===== src/rtl/uart_tx_fifo_pkg.sv =====
// Shared definitions for the FIFO-fed UART transmitter: parity modes,
// FSM state encoding and the parity helper.
package uart_tx_fifo_pkg;

  localparam int PARITY_NONE = 0;
  localparam int PARITY_ODD  = 1;
  localparam int PARITY_EVEN = 2;

  localparam int MAX_DATA_BITS = 9;

  typedef enum logic [2:0] {
    ST_IDLE   = 3'd0,
    ST_START  = 3'd1,
    ST_DATA   = 3'd2,
    ST_PARITY = 3'd3,
    ST_STOP   = 3'd4
  } tx_state_t;

  // Callers zero-extend narrower words; the padding does not change the XOR.
  function automatic logic parity_bit(input logic [MAX_DATA_BITS-1:0] data,
                                      input int mode);
    parity_bit = (mode == PARITY_ODD) ? ~(^data) : ^data;
  endfunction

endpackage


===== src/rtl/uart_tx_fifo_sync_fifo.sv =====
// Single-clock FIFO with registered full/empty/level and a look-ahead read
// port (rd_data always shows the head entry). Reusable outside the UART.
module uart_tx_fifo_sync_fifo #(
  parameter int WIDTH = 8,
  parameter int DEPTH = 16
) (
  input  logic                     clk,
  input  logic                     reset_n,
  input  logic [WIDTH-1:0]         wr_data,
  input  logic                     wr_en,
  input  logic                     rd_en,
  output logic [WIDTH-1:0]         rd_data,
  output logic                     full,
  output logic                     empty,
  output logic [$clog2(DEPTH):0]   level
);

  localparam int AW = $clog2(DEPTH);
  localparam int LW = AW + 1;

  logic [WIDTH-1:0] mem [DEPTH];
  logic [AW-1:0]    wr_ptr_reg;
  logic [AW-1:0]    rd_ptr_reg;
  logic [LW-1:0]    level_reg;
  logic [LW-1:0]    level_next;
  logic             full_reg;
  logic             empty_reg;
  logic             push;
  logic             pop;

  // Full/empty are registered, so a pop at full cannot admit a push that cycle.
  assign push = wr_en && !full_reg;
  assign pop  = rd_en && !empty_reg;

  always_comb begin
    level_next = level_reg;
    if (push && !pop) begin
      level_next = level_reg + LW'(1);
    end else if (!push && pop) begin
      level_next = level_reg - LW'(1);
    end
  end

  always_ff @(posedge clk) begin
    if (push) begin
      mem[wr_ptr_reg] <= wr_data;
    end
  end

  always_ff @(posedge clk or negedge reset_n) begin
    if (!reset_n) begin
      wr_ptr_reg <= '0;
      rd_ptr_reg <= '0;
      level_reg  <= '0;
      full_reg   <= 1'b0;
      empty_reg  <= 1'b1;
    end else begin
      if (push) begin
        wr_ptr_reg <= wr_ptr_reg + AW'(1);
      end
      if (pop) begin
        rd_ptr_reg <= rd_ptr_reg + AW'(1);
      end
      level_reg <= level_next;
      full_reg  <= (level_next == LW'(DEPTH));
      empty_reg <= (level_next == '0);
    end
  end

  // Asynchronous head read keeps the pop-to-start-bit latency at one cycle.
  assign rd_data = mem[rd_ptr_reg];
  assign full    = full_reg;
  assign empty   = empty_reg;
  assign level   = level_reg;

endmodule


===== src/rtl/uart_tx_fifo.sv =====
// Parametrised UART transmitter fed by an internal FIFO; frames go out
// back-to-back while words are queued.
module uart_tx_fifo
  import uart_tx_fifo_pkg::*;
#(
  parameter int DATA_BITS  = 8,
  parameter int PARITY     = 0,
  parameter int STOP_BITS  = 1,
  parameter int CLK_DIV    = 1,
  parameter int FIFO_DEPTH = 16
) (
  input  logic                          clk,
  input  logic                          reset_n,
  input  logic [DATA_BITS-1:0]          din,
  input  logic                          din_valid,
  output logic                          din_ready,
  output logic                          tx,
  output logic                          busy,
  output logic                          end_of_send,
  output logic [$clog2(FIFO_DEPTH):0]   fifo_level
);

  localparam int BW = $clog2(CLK_DIV + 1);
  localparam int CW = $clog2(DATA_BITS + 1);
  localparam logic [BW-1:0] BAUD_LOAD = BW'(CLK_DIV - 1);
  localparam logic [CW-1:0] DATA_LAST = CW'(DATA_BITS - 1);
  localparam logic [CW-1:0] STOP_LAST = CW'(STOP_BITS - 1);

  generate
    if (PARITY < 0 || PARITY > 2) begin : g_bad_parity
      $error("uart_tx_fifo: PARITY must be 0, 1 or 2");
    end
    if (STOP_BITS < 1 || STOP_BITS > 2) begin : g_bad_stop
      $error("uart_tx_fifo: STOP_BITS must be 1 or 2");
    end
    if (DATA_BITS < 5 || DATA_BITS > MAX_DATA_BITS) begin : g_bad_data
      $error("uart_tx_fifo: DATA_BITS must be 5..9");
    end
    if (CLK_DIV < 1) begin : g_bad_div
      $error("uart_tx_fifo: CLK_DIV must be >= 1");
    end
    if (FIFO_DEPTH < 2 || (FIFO_DEPTH & (FIFO_DEPTH - 1)) != 0) begin : g_bad_depth
      $error("uart_tx_fifo: FIFO_DEPTH must be a power of two >= 2");
    end
  endgenerate

  logic [DATA_BITS-1:0]          fifo_rd_data;
  logic                          fifo_full;
  logic                          fifo_empty;
  logic                          fifo_pop;
  logic [$clog2(FIFO_DEPTH):0]   fifo_level_w;
  logic [MAX_DATA_BITS-1:0]      pop_word_ext;

  tx_state_t                     state_reg;
  logic [BW-1:0]                 baud_cnt_reg;
  logic [CW-1:0]                 bit_cnt_reg;
  logic [DATA_BITS-1:0]          sreg_reg;
  logic                          parity_reg;
  logic                          tx_reg;
  logic                          eos_reg;
  logic                          bit_end;
  logic                          frame_done;

  uart_tx_fifo_sync_fifo #(
    .WIDTH (DATA_BITS),
    .DEPTH (FIFO_DEPTH)
  ) u_fifo (
    .clk     (clk),
    .reset_n (reset_n),
    .wr_data (din),
    .wr_en   (din_valid),
    .rd_en   (fifo_pop),
    .rd_data (fifo_rd_data),
    .full    (fifo_full),
    .empty   (fifo_empty),
    .level   (fifo_level_w)
  );

  genvar gi;
  generate
    for (gi = 0; gi < MAX_DATA_BITS; gi++) begin : g_ext
      if (gi < DATA_BITS) begin : g_bit
        assign pop_word_ext[gi] = fifo_rd_data[gi];
      end else begin : g_zero
        assign pop_word_ext[gi] = 1'b0;
      end
    end
  endgenerate

  assign bit_end    = (baud_cnt_reg == '0);
  assign frame_done = (state_reg == ST_STOP) && bit_end && (bit_cnt_reg == '0);
  // Must match exactly the FSM branches that load the shift register.
  assign fifo_pop   = !fifo_empty && ((state_reg == ST_IDLE) || frame_done);

  always_ff @(posedge clk or negedge reset_n) begin
    if (!reset_n) begin
      state_reg    <= ST_IDLE;
      baud_cnt_reg <= '0;
      bit_cnt_reg  <= '0;
      sreg_reg     <= '0;
      parity_reg   <= 1'b0;
      tx_reg       <= 1'b1;
      eos_reg      <= 1'b0;
    end else begin
      eos_reg <= 1'b0;
      case (state_reg)
        ST_IDLE: begin
          tx_reg <= 1'b1;
          if (!fifo_empty) begin
            state_reg    <= ST_START;
            sreg_reg     <= fifo_rd_data;
            parity_reg   <= parity_bit(pop_word_ext, PARITY);
            baud_cnt_reg <= BAUD_LOAD;
            tx_reg       <= 1'b0;
          end
        end
        ST_START: begin
          if (bit_end) begin
            state_reg    <= ST_DATA;
            tx_reg       <= sreg_reg[0];
            sreg_reg     <= {1'b0, sreg_reg[DATA_BITS-1:1]};
            bit_cnt_reg  <= DATA_LAST;
            baud_cnt_reg <= BAUD_LOAD;
          end else begin
            baud_cnt_reg <= baud_cnt_reg - BW'(1);
          end
        end
        ST_DATA: begin
          if (bit_end) begin
            baud_cnt_reg <= BAUD_LOAD;
            if (bit_cnt_reg == '0) begin
              if (PARITY != PARITY_NONE) begin
                state_reg <= ST_PARITY;
                tx_reg    <= parity_reg;
              end else begin
                state_reg   <= ST_STOP;
                tx_reg      <= 1'b1;
                bit_cnt_reg <= STOP_LAST;
              end
            end else begin
              tx_reg      <= sreg_reg[0];
              sreg_reg    <= {1'b0, sreg_reg[DATA_BITS-1:1]};
              bit_cnt_reg <= bit_cnt_reg - CW'(1);
            end
          end else begin
            baud_cnt_reg <= baud_cnt_reg - BW'(1);
          end
        end
        ST_PARITY: begin
          if (bit_end) begin
            state_reg    <= ST_STOP;
            tx_reg       <= 1'b1;
            bit_cnt_reg  <= STOP_LAST;
            baud_cnt_reg <= BAUD_LOAD;
          end else begin
            baud_cnt_reg <= baud_cnt_reg - BW'(1);
          end
        end
        ST_STOP: begin
          if (bit_end) begin
            baud_cnt_reg <= BAUD_LOAD;
            if (bit_cnt_reg == '0) begin
              // Chain straight into the next start bit when more data is queued.
              if (!fifo_empty) begin
                state_reg  <= ST_START;
                sreg_reg   <= fifo_rd_data;
                parity_reg <= parity_bit(pop_word_ext, PARITY);
                tx_reg     <= 1'b0;
              end else begin
                state_reg <= ST_IDLE;
                eos_reg   <= 1'b1;
              end
            end else begin
              bit_cnt_reg <= bit_cnt_reg - CW'(1);
            end
          end else begin
            baud_cnt_reg <= baud_cnt_reg - BW'(1);
          end
        end
        default: begin
          state_reg <= ST_IDLE;
          tx_reg    <= 1'b1;
        end
      endcase
    end
  end

  assign din_ready   = !fifo_full;
  assign tx          = tx_reg;
  assign busy        = (state_reg != ST_IDLE) || !fifo_empty;
  assign end_of_send = eos_reg;
  assign fifo_level  = fifo_level_w;

endmodule

===== config.mk =====
export PLATFORM = sky130hd
export DESIGN_NAME = uart_tx_fifo
export DESIGN_NICKNAME = d
export VERILOG_FILES = /design/src/rtl/uart_tx_fifo_pkg.sv /design/src/rtl/uart_tx_fifo_sync_fifo.sv /design/src/rtl/uart_tx_fifo.sv
export SDC_FILE = /design/constraint.sdc
export NUM_CORES = 1
export LEC_CHECK = 0
export BUFFER_PORTS_ARGS = -buffer_cell sky130_fd_sc_hd__buf_2
export CAP_MARGIN = 20
export CORE_ASPECT_RATIO = 0.8
export CORE_MARGIN = 3
export CORE_UTILIZATION = 25
export DETAILED_ROUTE_END_ITERATION = 10
export GPL_ROUTABILITY_DRIVEN = 0
export SETUP_SLACK_MARGIN = 0.4
export SYNTH_ARGS = -nofsm -noshare
export SYNTH_HDL_FRONTEND = slang
export SYNTH_SLANG_ARGS = --single-unit

===== constraint.sdc =====
create_clock -name clk -period 2.3 [get_ports clk]
set_input_delay 0.23 -clock clk [delete_from_list [all_inputs] [get_ports clk]]
set_output_delay 0.23 -clock clk [all_outputs]
set_load 0.05 [all_outputs]

=== Word level (Yosys, flattened, before mapping) ===
Memories as Yosys holds them, arrays and structs flattened.
Cells that the tools add are included.

* Bits in registers: 33
* Bits in writable memories: 128
* Logic and storage cells: 101
* Output and inout port bits: 9
* Memories kept: 1

{| class="wikitable"
|+ Memory list
! name !! depth !! bits a word !! read ports !! clocked after memory_dff !! wr ports !! RTL line !! source
|-
| u_fifo.mem || 16 || 8 || 1 || 0 || 1 || uart_tx_fifo_sync_fifo.sv:21 || <nowiki>logic [WIDTH-1:0] mem [DEPTH];</nowiki>
|}

* Multiplexer cells: 41
* Reduce and logical (&&, ||, !) cells: 26
* Equality and inequality tests: 15
* Add/subtract/negate cells: 6
* Bitwise gates (word level): 1

{| class="wikitable"
|+ Operators by type and width
! kind !! count
|-
| two-way mux 8 bit || 6
|-
| one-hot mux 8 bit (4 select lines) || 1
|-
| two-way mux 4 bit || 6
|-
| two-way mux 3 bit || 7
|-
| != test 2 bit, second input constant || 9
|-
| AND reduction 6 bit || 3
|-
| one-hot mux 4 bit (4 select lines) || 1
|-
| two-way mux 1 bit || 15
|-
| one-hot mux 3 bit (5 select lines) || 1
|-
| two-way mux 5 bit || 2
|-
| adder 4 x 1 -> 4 bit, second input constant || 2
|-
| nonzero test 4 bit || 2
|-
| logical AND 1 bit || 7
|-
| AND reduction 7 bit || 1
|-
| equality test 3 x 2 -> 1 bit, second input constant || 2
|-
| adder 5 x 1 -> 5 bit, second input constant || 1
|-
| equality test 5 bit, second input constant || 1
|-
| zero test 5 bit || 1
|-
| one-hot mux 1 bit (5 select lines) || 1
|-
| subtractor 5 x 1 -> 5 bit, second input constant || 1
|-
| zero test 1 bit || 4
|-
| zero test 4 bit || 1
|-
| OR reduction 4 bit || 1
|-
| subtractor 4 x 1 -> 4 bit, second input constant || 1
|-
| other kinds (11) || 12
|}

=== Longest topological paths before layout ===
Gate-level depths: netlist of run 1.

* Depth in word-level cells: 10
* Depth in mapped cells: 8
* Mapped depth without buffers: 7

=== Modules after synthesis ===
Synthesis of run 1 repeated with hierarchy kept, for this count alone.

* Cells, all modules: 437
* Area, all modules: 6844.1 µm²

{| class="wikitable"
|+ Modules (own cells, without submodules)
! module !! cells an instance !! area an instance (µm²) !! sequential area each (µm²) !! instances
|-
| uart_tx_fifo_sync_fifo || 340 || 5825.6 || 4220.3 || 1
|-
| uart_tx_fifo || 97 || 1018.5 || 426.7 || 1
|}

=== Worst setup path before layout of run 1 ===
No wires, ideal clock.

* Path type: reg2reg
* Start point: register bit_cnt_reg[0]
* End point: register u_fifo.full_reg (netlist: u_fifo.full)
* Data arrival time: 2.182 ns
* Clock period less this slack: 2.270 ns
* Cell stages (with the launch flop): 8
* Path slack: 0.030 ns
* Buffers on the path: 0
* Path through: dfrtp_1 -> inv_1 -> ha_1 -> or3b_4 -> a2111oi_4 -> mux2i_1 -> xor2_1 -> nor3b_1

* Word-level cells in the longest chain between the ends: 9
* Elaborated cells on any way between the ends: 11

{| class="wikitable"
|+ Ends and longest elaborated chain
! item !! RTL line !! source
|-
| start, declared || uart_tx_fifo.sv:56 || <nowiki>logic [CW-1:0] bit_cnt_reg;</nowiki>
|-
| start signal, assigned || uart_tx_fifo.sv:143 || <nowiki>bit_cnt_reg <= bit_cnt_reg - CW'(1);</nowiki>
|-
| start signal, assigned || uart_tx_fifo.sv:174 || <nowiki>bit_cnt_reg <= bit_cnt_reg - CW'(1);</nowiki>
|-
| zero test 4 bit (*) || uart_tx_fifo.sv:91 || <nowiki>assign frame_done = (state_reg == ST_STOP) && bit_end && (bit_cnt_reg == '0);</nowiki>
|-
| logical AND 1 bit (*) || uart_tx_fifo.sv:91 ||
|-
| logical OR 1 bit (*) || uart_tx_fifo.sv:93 || <nowiki>assign fifo_pop = !fifo_empty && ((state_reg == ST_IDLE) || frame_done);</nowiki>
|-
| logical AND 1 bit (*) || uart_tx_fifo.sv:93 ||
|-
| logical AND 1 bit (*) || uart_tx_fifo_sync_fifo.sv:33 || <nowiki>assign pop = rd_en && !empty_reg;</nowiki>
|-
| logical AND 1 bit / zero test 1 bit (equally long branches) || uart_tx_fifo_sync_fifo.sv:39, uart_tx_fifo_sync_fifo.sv:37 ||
|-
| two-way mux 5 bit / logical AND 1 bit (equally long branches) || uart_tx_fifo_sync_fifo.sv:39, uart_tx_fifo_sync_fifo.sv:37 ||
|-
| two-way mux 5 bit (*) || uart_tx_fifo_sync_fifo.sv:37 || <nowiki>if (push && !pop) begin</nowiki>
|-
| net u_fifo.level_next[4] || uart_tx_fifo_sync_fifo.sv:25 || <nowiki>logic [LW-1:0] level_next;</nowiki>
|-
| equality test 5 bit (*) || uart_tx_fifo_sync_fifo.sv:65 || <nowiki>full_reg <= (level_next == LW'(DEPTH));</nowiki>
|-
| end signal, assigned || uart_tx_fifo_sync_fifo.sv:65 ||
|-
| end, declared || uart_tx_fifo_sync_fifo.sv:26 || <nowiki>logic full_reg;</nowiki>
|}

The timed path passes the listed nets; every way through them passes the cells marked *.
A chain may end at the register's enable or synchronous reset.

=== Worst setup path in the final report of run 1 ===
Same ends and word-level chain as after synthesis.

==> results of run 1 <==
## synth_stat cells, drive strengths merged (3+ instances only)
cell type  number  area (um2)
o22ai           4        25.0
nand3          12        60.1
nor3            8        40.0
nor2           31         116
nor3b           3        27.5
a22oi          30         225
xnor2           8        70.1
ha              9         113
inv             9        33.8
mux4            4        90.1
dfrtp          30         751
nand4           4        25.0
o211ai          3        27.5
a32oi           7        61.3
nand2b          6        37.5
nor2b           5        31.3
xor2            5        43.8
mux2i          59         591
o21ai           7        35.0
nand2          17        63.8
buf             6        25.0
mux2            3        33.8
clkbuf         21        78.8
a21oi           8        40.0
a31oi           9        56.3
edfxtp        128        3840
## routing by layer
metal | global-route usage (%) | wire [um] | vias up
met4 | 2.57 | 176 | 0
li1 | - | - | 1878
met2 | 15.7 | 6740 | 110
met1 | 13.7 | 6650 | 2059
met3 | 2.34 | 624 | 22
met5 | 0 | 0 | -
## area by class of cell
cell class                      instances  area [um2]  share of cell area, %
Tap cell                              357         447                   5.41
Clock buffer                           18         429                   5.20
Clock inverter                         13         115                   1.40
Timing Repair Buffer                   71         533                   6.46
Sequential cell                       160        4650                   56.4
Inverter                                9        33.8                  0.410
Multi-Input combinational cell        257        2040                   24.7
## through the flow
step / TNS [ps] / power [uW] / std cells
floorplan: 0 / 6820 / 453
global placement: 0 / 7800 / 835
detailed placement: -18.4 / 7970 / 835
CTS: 0 / 10700 / 874
global route: -46.0 / 11600 / 885
finish: 0 / 11000 / 885
## what timing repair did
action                                  4_1_cts  5_1_grt
gates cloned                                  0        1
hold endpoints to repair                     30        0
endpoints found under the setup margin       13       20
resized for setup                             1       17
pin swaps                                     4        4
hold buffers                                  1        0
buffers inserted                              7       10
## how the worst min path moves through the flow
stage                       start          endpoint  slack (ps)
after detailed placement  reset_n       end_of_send         350
after global placement    reset_n       end_of_send         340
after global routing       din[6]  u_fifo.mem[0][6]         200
after CTS                  din[7]  u_fifo.mem[3][7]         200
after floorplan           reset_n    bit_cnt_reg[0]         -70
final                      din[6]  u_fifo.mem[0][6]         210
## power breakdown
group	switching (uW)	total, uW	leakage, uW	internal (uW)
Combinational	2320	4180	0.00117	1870
Sequential	525	4200	0.00153	3680
Clock	1110	2590	0.000262	1480
## kinds of logic (layout without fill, tap and decap cells)
family | Yosys count | after routing
buf+inv | 36 | 111
compound gates | 78 | 78
fa+ha+maj | 9 | 9
simple gates | 91 | 91
xor+xnor | 13 | 13
flops | 160 | 160
mux | 66 | 66
## worst reg2reg max path, cell delays in order, from the launching register on
cell	delay [ps]
dfrtp_1	400
inv_2	90
ha_4	130
or3b_4	400
a2111oi_4	300
buf_4	190
mux2i_1	210
xor2_1	230
nor3b_2	190
==> results summary, run 1 <==
The run finished with clean final reports. Measured against its own limit, the worst slew margin works out to 48.1%. Once layout is complete, the utilization of the core stands at 31.3%. The multiplexer share of the synthesized area came out at 10.6%. The share of the synthesized area in compound gates (AO/OA/AOI/OAI) came out at 8.61%. The setup path with the least slack is of type reg -> reg. The number of cells traversed by the worst register-to-register path came out at 8. After detailed routing, the total wire length is 14.2 mm. TritonCTS built the clock tree. The number of flip-flops in the largest register came out at 128. The number of optimization iterations in the first detailed-route pass came out at 5. After synthesis, the largest family of logic cells by area is multiplexers. The post-synthesis cell type count is 43. The via count of the routed design is 4069. The type of the most critical hold path is in -> reg.

Max-cap violations in this run came to 0. Along the worst path, the maximum fanout reaches 4. The starting density of the core came out at 25.6%. The hold path depth is 1.

Among all flip-flop cells after synthesis, the most frequent one is edfxtp_1. After the first detailed-routing iteration, the DRC count stood at 340. The die boundary height is 153 um. The critical path ends at u_fifo.full. The worst clock skew is 9.25 ps. The critical path goes through inv_2 > ha_4 > or3b_4 > a2111oi_4 > buf_4 > mux2i_1 > xor2_1 > nor3b_2. Synthesis handed over a netlist of 453 instances.

The estimated wirelength of the detail-placed design came out at 9.28 mm. The floorplan die area came out at 29000 um2. Pin placement for this block handled 20 I/O pins. The repair_antennas step left the layout with diodes totalling 0.

In this design, the stage delay of the slowest critical-path cell is 400 ps. In this run the register-to-register setup slack is 90 ps. The number of setup violations in the final report is 0. The cell with the biggest individual delay on the critical path is dfrtp_1. The relative area change from synthesis to final layout came out at 22.3%.

The worst path setup slack after routing is 90.2 ps. The number of antenna violations at the first check in global routing is 0. The synthesized-area fraction occupied by xor and xnor cells came out at 1.69%.

The clock net in this run drives a total of 160 sinks. The mapped netlist covers 6750 um2. Setup repair after global routing could not meet its margin everywhere.

At the worst endpoint, the required time is 2640 ps. The synthesized design contains 128 enable-type register cells. The highest clock rate is 0.453 GHz. The number of nets handed over by synthesis was 473. STA puts the critical path data arrival time at 2550 ps. The share of synthesized cell area in and, or, nand and nor gates came out at 6.53%. The max-slew violation count came to 0. CTS built an H-tree with a depth of 4. The placed instance area is 7490 um2. The first global-routing pass estimated 22.4 mm of wire. The kind of cell with the highest combined delay along the critical path is simple AND/OR/NAND/NOR gates.

The area of the core came out at 26400 um2. The number of buffers and inverters on the critical path is 2. The residual overflow from global routing came out at 0.

A synthesized cell averages 14.9 um2. The leakage dissipation came out at 0.00296 uW. Tracing the worst setup path back leads to its startpoint at bit_cnt_reg[0].

For this run, design rule violations remaining after detail routing come to 0. The critical register-to-register path startpoint is bit_cnt_reg[0]. The cell count along the critical path is 8. The remaining antenna violation count is 0. The routed design could run at a clock period as short as 2210 ps. The routed via count divided by cell count came out at 4.60. The clock slew at the register clock pins of the worst setup and hold paths is 60 ps. For this run, the post-layout net count is 536.

The number of placement rows came out at 53. After layout, the worst path uses 96.1% of the clock period. In this run, CTS created clock tree buffers numbering 17. The number of flip-flops and latches in the synthesized netlist came out at 160. The peak ir drop on the vdd network came out at 0.578 mV. The insertion delay to the later sink of the worst-skew pair came out at 410 ps. In the final layout, the share of cells above drive strength 1 is 24.4%. The synthesized netlist devotes 1.67% of its cell area to adder and majority cells. STA classifies the critical path endpoint as a flop. The via count of the first global-routing pass came to 4059. The maximum number of pins on one net before global-route repair came out at 33. The share of synthesized registers carrying an async set or reset is 20.0%.

The slew of the pin with the lowest slew margin came out at 778 ps. The capture point of the worst reg-to-reg path is u_fifo.full. The filler cells instantiated in the layout total 2619. The maximum buffer depth of the clock tree is 2.

Leaving out fill and tap cells, the most frequent cell in the layout is edfxtp_1. After routing the design area is 8250 um2. Leaving out fill and tap cells, the most frequent cells in the layout are 128 x edfxtp_1, 59 x mux2i_1, 43 x buf_4. From left edge to right edge, the die measures 190 um. The routed length per placed instance is 16.0 um.

The global router's overall resource usage is 9.92%. CTS placed an instance of clkbuf_16 at the clock tree root. The hold slack came out at 205 ps. The worst setup path is launched from a flop. The total of buffers placed on input and output ports came out at 19. The register area share after synthesis is 68.9%. The total count of hold-check failures in the final report is 0. The total number of yosys warnings came out at 0.

OpenSTA, run right after detailed placement, puts the worst setup slack at -18.4 ps. The power density over the cells is 1330 nW/um2.
Note: power is estimated with default switching activity, not from simulation.
==> run 2: changes to the inputs <==
- BUFFER_PORTS_ARGS: -buffer_cell sky130_fd_sc_hd__buf_2 -> not set
- DONT_BUFFER_PORTS: not set -> 1
==> run 2 against run 1 <==
Against the previous run: sequential share of layout area down 0.090 points; maximum frequency up 0.13%; hold slack better by 40 ps; critical path type unchanged; clock-buffer cell count up 1; design area up 0.11%; global-route usage about the same; sequential power up 1%; clock skew down 0.95 ps; clock power up 2%; critical path depth unchanged; non-clock buffer count down 9.
==> results summary, run 2 (synthesized netlist as in run 1, its figures left out) <==
Result of the run: finished clean (unchanged). The type of the most critical hold path is in -> reg (unchanged). The maximum number of pins on one net before global-route repair is 42 (was 33). The estimated wirelength of the detail-placed design is 9.29 mm (was 9.28 mm).

The maximum buffer depth of the clock tree came out at 2 (unchanged). The maximum fanout encountered on the critical timing path is 4 (unchanged). The relative area change from synthesis to final layout came out at 22.4% (was 22.3%). The power density over the cells came out at 1330 nW/um2 (about the same).

The critical register-to-register path startpoint was bit_cnt_reg[0] (unchanged). The wire length reported by the detailed router came out at 14.0 mm (was 14.2 mm). The final period demand of the worst path is 2210 ps (about the same). The slew of the pin with the lowest slew margin is 596 ps (was 778 ps). The fraction of final layout cells sized beyond drive strength 1 is 21.6% (was 24.4%).

The endpoint of the worst hold path is u_fifo.wr_ptr_reg[0] (was u_fifo.mem[0][6]). Setup repair after global routing missed its margin: yes (unchanged). The total count of hold-check failures in the final report came out at 0 (unchanged). The remaining antenna violation count came out at 0 (unchanged).

The final cycle utilization of the critical path came out at 96.0% (was 96.1%). The post-detailed-route DRC marker count is 0 (unchanged). The via count of the first global-routing pass came out at 3891 (was 4059). The TritonCTS clock tree is done (unchanged). The power after layout is 11000 uW (about the same).

The highest clock rate is 0.453 GHz (about the same). The count of maximum capacitance violations came out at 0 (unchanged). The insertion delay to the later sink of the worst-skew pair came to 420 ps (was 410 ps). The leakage dissipation is 0.00292 uW (was 0.00296 uW). The sort of element at the end of the critical path is a flop (unchanged). The residual overflow from global routing is 0 (unchanged). The via count of the routed design is 3965 (was 4069).

The number of buffers added by the clock tree synthesis step is 17 (unchanged). The routed via count divided by cell count was 4.53 (was 4.60). The top-level port count came out at 20 (unchanged). The CTS root buffer is clkbuf_16 (unchanged). The number of placement rows came out at 53 (unchanged). The most frequent standard cell in the layout excluding fill and tap cells is edfxtp_1 (unchanged).

The worst clock skew came to 8.29 ps (was 9.25 ps). The remaining max-slew budget at the tightest pin came out at 60.1% (was 48.1%). The routed length per placed instance is 16.0 um (about the same).

The worst reg-to-reg setup slack came out at 90 ps (about the same). The worst slack at placement is 3.68 ps (was -18.4 ps). The count of clock tree sinks is 160 (unchanged). The floorplan die area was 29000 um2 (unchanged). The peak ir drop on the vdd network came out at 0.586 mV (was 0.578 mV). The starting density of the core is 25.6% (unchanged).

The die boundary height is 153 um (unchanged). The horizontal extent of the die came out at 190 um (unchanged). The capture point of the worst reg-to-reg path was u_fifo.full (unchanged). The max-slew violation count came out at 0 (unchanged). The total instance count after detailed placement came out at 820 (was 835). The arrival time of the worst setup path is 2550 ps (about the same). Commonest cells after routing, fill and taps aside: 128 x edfxtp_1, 58 x mux2i_1, 45 x buf_4 (was 128 x edfxtp_1, 59 x mux2i_1, 43 x buf_4). The count of routing violations after the opening detailed-route iteration came to 393 (was 340). The number of antenna diodes is 0 (unchanged). The number of flip-flops in the largest register is 128 (unchanged).

The total of buffers placed on input and output ports is 0 (was 19). The post-layout net count came out at 527 (was 536). The critical path class was reg -> reg (unchanged).

The number of H-tree levels is 4 (unchanged). The global router's overall resource usage is 9.89% (was 9.92%). The startpoint type of the worst setup path was a flop (unchanged). The hold path depth came to 3 (was 1).

The number of antenna violations at the first check in global routing came to 1 (was 0). The area of the core is 26400 um2 (unchanged). The global-route wire length before repair is 22.2 mm (was 22.4 mm). The number of setup violations in the final report was 0 (unchanged). The clock slew at the register clock pins of the worst setup and hold paths was 60 ps (about the same). The required time at the endpoint of the critical path is 2640 ps (about the same). The total of fill cells in the finished design is 2629 (was 2619).

The number of cells traversed by the worst register-to-register path is 8 (unchanged). The start point of the worst min-delay path was din_valid (was din[6]). The worst path setup slack after routing came out at 93.0 ps (was 90.2 ps). The number of optimization iterations in the first detailed-route pass is 5 (unchanged). The final instance count without filler cells is 876 (was 885).
==> run 2: cell count changes in the layout (fill, tap and decap cells not counted), sizes merged <==
cell         before  now
buf              69   52
clkbuf           19   20
clkinv            8    2
clkinvlp          2    4
dlygate4sd3       1    9
inv              11   14
==> run 2: report_power, final <==
| group | internal, uW | switching (uW) |
|---|---|---|
| clock network | 1500 | 1130 |
| registers | 3670 | 566 |
| logic | 1850 | 2230 |
==> run 2: how the worst max path moves through the flow <==
stage / start / to / slack [ps] / depth (start not counted)
2_1_floorplan: bit_cnt_reg[0] / u_fifo.full / 130 / 7
3_3_place_gp: bit_cnt_reg[0] / u_fifo.full / 90 / 7
3_5_place_dp: bit_cnt_reg[1] / u_fifo.full / 4 / 7
4_1_cts: bit_cnt_reg[0] / u_fifo.full / 60 / 8
5_1_grt: bit_cnt_reg[1] / u_fifo.full / -70 / 8
6_report: bit_cnt_reg[0] / u_fifo.full / 90 / 8
==> run 2: final cells by class <==
class | count | area (um2) | share of cell area [%]
flip-flops and latches | 160 | 4650 | 56.3
clock inverters | 12 | 124 | 1.50
multi-input cells | 257 | 2030 | 24.5
repair buffers | 62 | 544 | 6.59
clock buffers | 19 | 433 | 5.24
inverters | 9 | 33.8 | 0.409
well taps | 357 | 447 | 5.41
==> run 2: metrics by stage <==
step / util [%] / hold WS, ps / area (um2) / setup TNS, ps
after floorplan: - / -65.6 / 6800 / 0
after global placement: 28.2 / -61.8 / 7440 / 0
after detailed placement: 28.2 / -62.2 / 7440 / 0
after CTS: 30.9 / 228 / 8160 / 0
after global routing: 31.3 / 266 / 8260 / -69.4
final: 31.3 / 245 / 8260 / 0
==> run 2: what timing repair did <==
action                                  in CTS  in global routing
hold buffers                                10                  0
cloned                                       0                  1
endpoints found under the hold margin      160                  0
endpoints found under the setup margin      13                 20
gates resized for setup                      2                  9
setup buffers                                7                  7
pin swaps                                    2                  3
==> run 2: metal layers <==
layer,global-route usage [%],routed length [um]
met1,13.2,6340
met2,15.8,6890
met3,2.82,681
met4,2.78,98
met5,0,13
==> run 2: worst max-delay path, cell delays in order, from the launching register on <==
cell and delay, ps:
dfrtp_1 380, inv_2 90, ha_4 140, or3b_4 390
a2111oi_4 290, buf_4 190, mux2i_2 210, xor2_1 230
nor3b_2 200
==> run 3: changes to the inputs <==
- CORE_MARGIN: 3 -> 2
- GPL_TIMING_DRIVEN: not set -> 0
==> run 3 against run 2 <==
Against the previous run: sequential power fell by 2%; clock skew is 3.2 ps higher; register-to-register slack barely moved.
==> results summary, run 3 (synthesized netlist as in run 1, its figures left out) <==
The final cycle utilization of the critical path came out at 96.2% (was 96.0%). The core utilization of the finished layout came out at 32.0% (was 31.3%). The met1 track demand over resource in global routing is 15.8% (was 13.2%).

The routed length per placed instance is 17.8 um (was 16.0 um). The number of optimization iterations in the first detailed-route pass came to 5 (unchanged). The starting density of the core is 25.6% (unchanged). The post-layout net count is 523 (was 527). The remaining max-slew budget at the tightest pin came out at 52.7% (was 60.1%).

The worst clock skew is 11.5 ps (was 8.29 ps). The area of the core came out at 26400 um2 (unchanged). The part of the total power dissipated in the clock network is 24.8% (was 24.0%).

The fraction of final layout cells sized beyond drive strength 1 is 23.6% (was 21.6%). The number of H-tree levels came out at 4 (unchanged). The post-detailed-route DRC marker count was 0 (unchanged). The via count of the routed design came out at 4020 (was 3965). The peak ir drop on the vdd network came out at 0.653 mV (was 0.586 mV). The clock slew at the register clock pins of the worst setup and hold paths is 70 ps (was 60 ps). The wire length reported by the detailed router is 15.6 mm (was 14.0 mm). The placed instance area came out at 7240 um2 (was 7440 um2).

The global-route wire length before repair is 24.1 mm (was 22.2 mm). The startpoint type of the worst setup path is a flop (unchanged). The leakage dissipation came to 0.00293 uW (was 0.00292 uW). The die boundary height came out at 151 um (was 153 um). The sort of element at the end of the critical path was a flop (unchanged). The final period demand of the worst path came to 2210 ps (about the same).

The routed via count divided by cell count came out at 4.60 (was 4.53). The number of antenna violations at the first check in global routing came out at 0 (was 1). Setup repair after global routing missed its margin: yes (unchanged). The number of buffers added by the clock tree synthesis step came to 17 (unchanged). The max-slew violation count was 0 (unchanged). The combinational share of power is 38.7% (was 37.3%).

The type of the most critical hold path is in -> async (was in -> reg). The insertion delay to the later sink of the worst-skew pair is 430 ps (was 420 ps). Commonest cells after routing, fill and taps aside: 128 x edfxtp_1, 58 x mux2i_1, 30 x a22oi_1 (was 128 x edfxtp_1, 58 x mux2i_1, 45 x buf_4).

The horizontal extent of the die came out at 188 um (was 190 um). The global router's overall resource usage is 11.5% (was 9.89%). The number of placement rows is 53 (unchanged). The count of maximum capacitance violations came out at 0 (unchanged). The TritonCTS clock tree is done (unchanged).

Result of the run: finished clean (unchanged). The required time at the endpoint of the critical path came out at 2640 ps (about the same). The residual overflow from global routing came to 0 (unchanged). The highest clock rate was 0.452 GHz (was 0.453 GHz).

The internal portion of total power came out at 7160 uW (was 7030 uW). The number of setup violations in the final report is 0 (unchanged). The CTS root buffer was clkbuf_16 (unchanged). The maximum fanout encountered on the critical timing path came out at 4 (unchanged). The relative area change from synthesis to final layout came to 25.1% (was 22.4%). The share of total power in sequential cells came to 36.5% (was 38.7%). The critical path class is reg -> reg (unchanged).

The arrival time of the worst setup path was 2560 ps (was 2550 ps). The number of flip-flops in the largest register is 128 (unchanged). The count of routing violations after the opening detailed-route iteration came out at 468 (was 393).

The estimated wirelength of the detail-placed design came out at 9.79 mm (was 9.29 mm). The count of clock tree sinks came out at 160 (unchanged). The power after layout came out at 11400 uW (was 11000 uW). The peak-usage layer in the global routing report is met2 (unchanged). The floorplan die area came out at 28300 um2 (was 29000 um2).

The share of total power consumed by net switching is 37.3% (was 35.9%). The top-level port count is 20 (unchanged). The maximum buffer depth of the clock tree is 2 (unchanged). The total count of hold-check failures in the final report came out at 0 (unchanged). The via count of the first global-routing pass was 4163 (was 3891). The remaining antenna violation count was 0 (unchanged).

The met3 global-route usage is 2.99% (was 2.82%). The power density over the cells is 1350 nW/um2 (was 1330 nW/um2). The maximum number of pins on one net before global-route repair came out at 33 (was 42). The net switching power came out at 4250 uW (was 3930 uW). The met2 layer usage reported by global route came out at 18.2% (was 15.8%). The most frequent standard cell in the layout excluding fill and tap cells is edfxtp_1 (unchanged). The total of buffers placed on input and output ports came to 0 (unchanged). The slew of the pin with the lowest slew margin is 707 ps (was 596 ps). The total non-filler cell area in the finished layout came to 8440 um2 (was 8260 um2).
run 3: changes by cell type in the layout (fill, tap and decap cells not counted), sizes merged, moves of 2 or more:
cell and change:
clkinvlp -2, buf -24, clkinv +3, clkbuf +19
run 3: worst max-delay path: stages (launching register included):
cell       delay, ps
dfrtp_1          400
inv_2             90
ha_4             130
or3b_4           400
a2111oi_4        280
buf_4            200
mux2i_2          210
xor2_1           220
nor3b_2          200
run 3: worst paths after layout:
check,cells past startpoint,slack [ps],endpoint,from
min in group clk,3,320,u_fifo.wr_ptr_reg[0],din_valid
setup / recovery,8,90,u_fifo.full,bit_cnt_reg[1]
hold / removal,2,310,sreg_reg[6],reset_n
hold reg to reg,1,550,u_fifo.rd_ptr_reg[3],u_fifo.rd_ptr_reg[3]
max in group asynchronous,2,1740,u_fifo.empty,reset_n
setup reg to reg,8,90,u_fifo.full,bit_cnt_reg[1]
run 3: cell type report:
type / instances / area, um2
antenna: 1 / 2.50
buffer: 27 / 149
clock buffer: 19 / 433
clock inverter: 13 / 158
fill: 2590 / 18000
inverter: 9 / 33.8
multi-input combinational: 257 / 2170
sequential: 160 / 4650
tap: 357 / 447
timing repair buffer: 31 / 397
run 3: timing repair:
item	4_1_cts	5_1_grt
buffers inserted	18	2
pin swaps	9	2
gates cloned	1	0
hold buffers	10	0
hold endpoints to repair	160	0
setup endpoints to repair	149	63
gates resized for setup	66	9
run 3: power groups by stage:
stage	Clock (uW)	Sequential, uW	Combinational, uW
floorplan	0	4120	2700
global placement	0	4180	3470
detailed placement	0	4210	3590
CTS	2860	4150	4330
global route	3000	4210	4810
finish	2830	4170	4410
run 3: metrics by stage:
step	setup WS, ps	hold slack (ps)	cells	TNS, ps
2_1_floorplan	134	-65.6	453	0
3_3_place_gp	-256	-63.4	810	-5060
3_5_place_dp	-280	-63.0	810	-15200
4_1_cts	44.8	289	871	0
5_1_grt	-10.3	305	873	-10.3
6_report	86.6	310	874	0
run 3: per-layer routing:
layer / wire (um) / vias to the layer above
met2: 7240 / 101
met4: 150 / 0
li1: - / 1856
met5: 0 / -
met1: 7290 / 2048
met3: 877 / 15
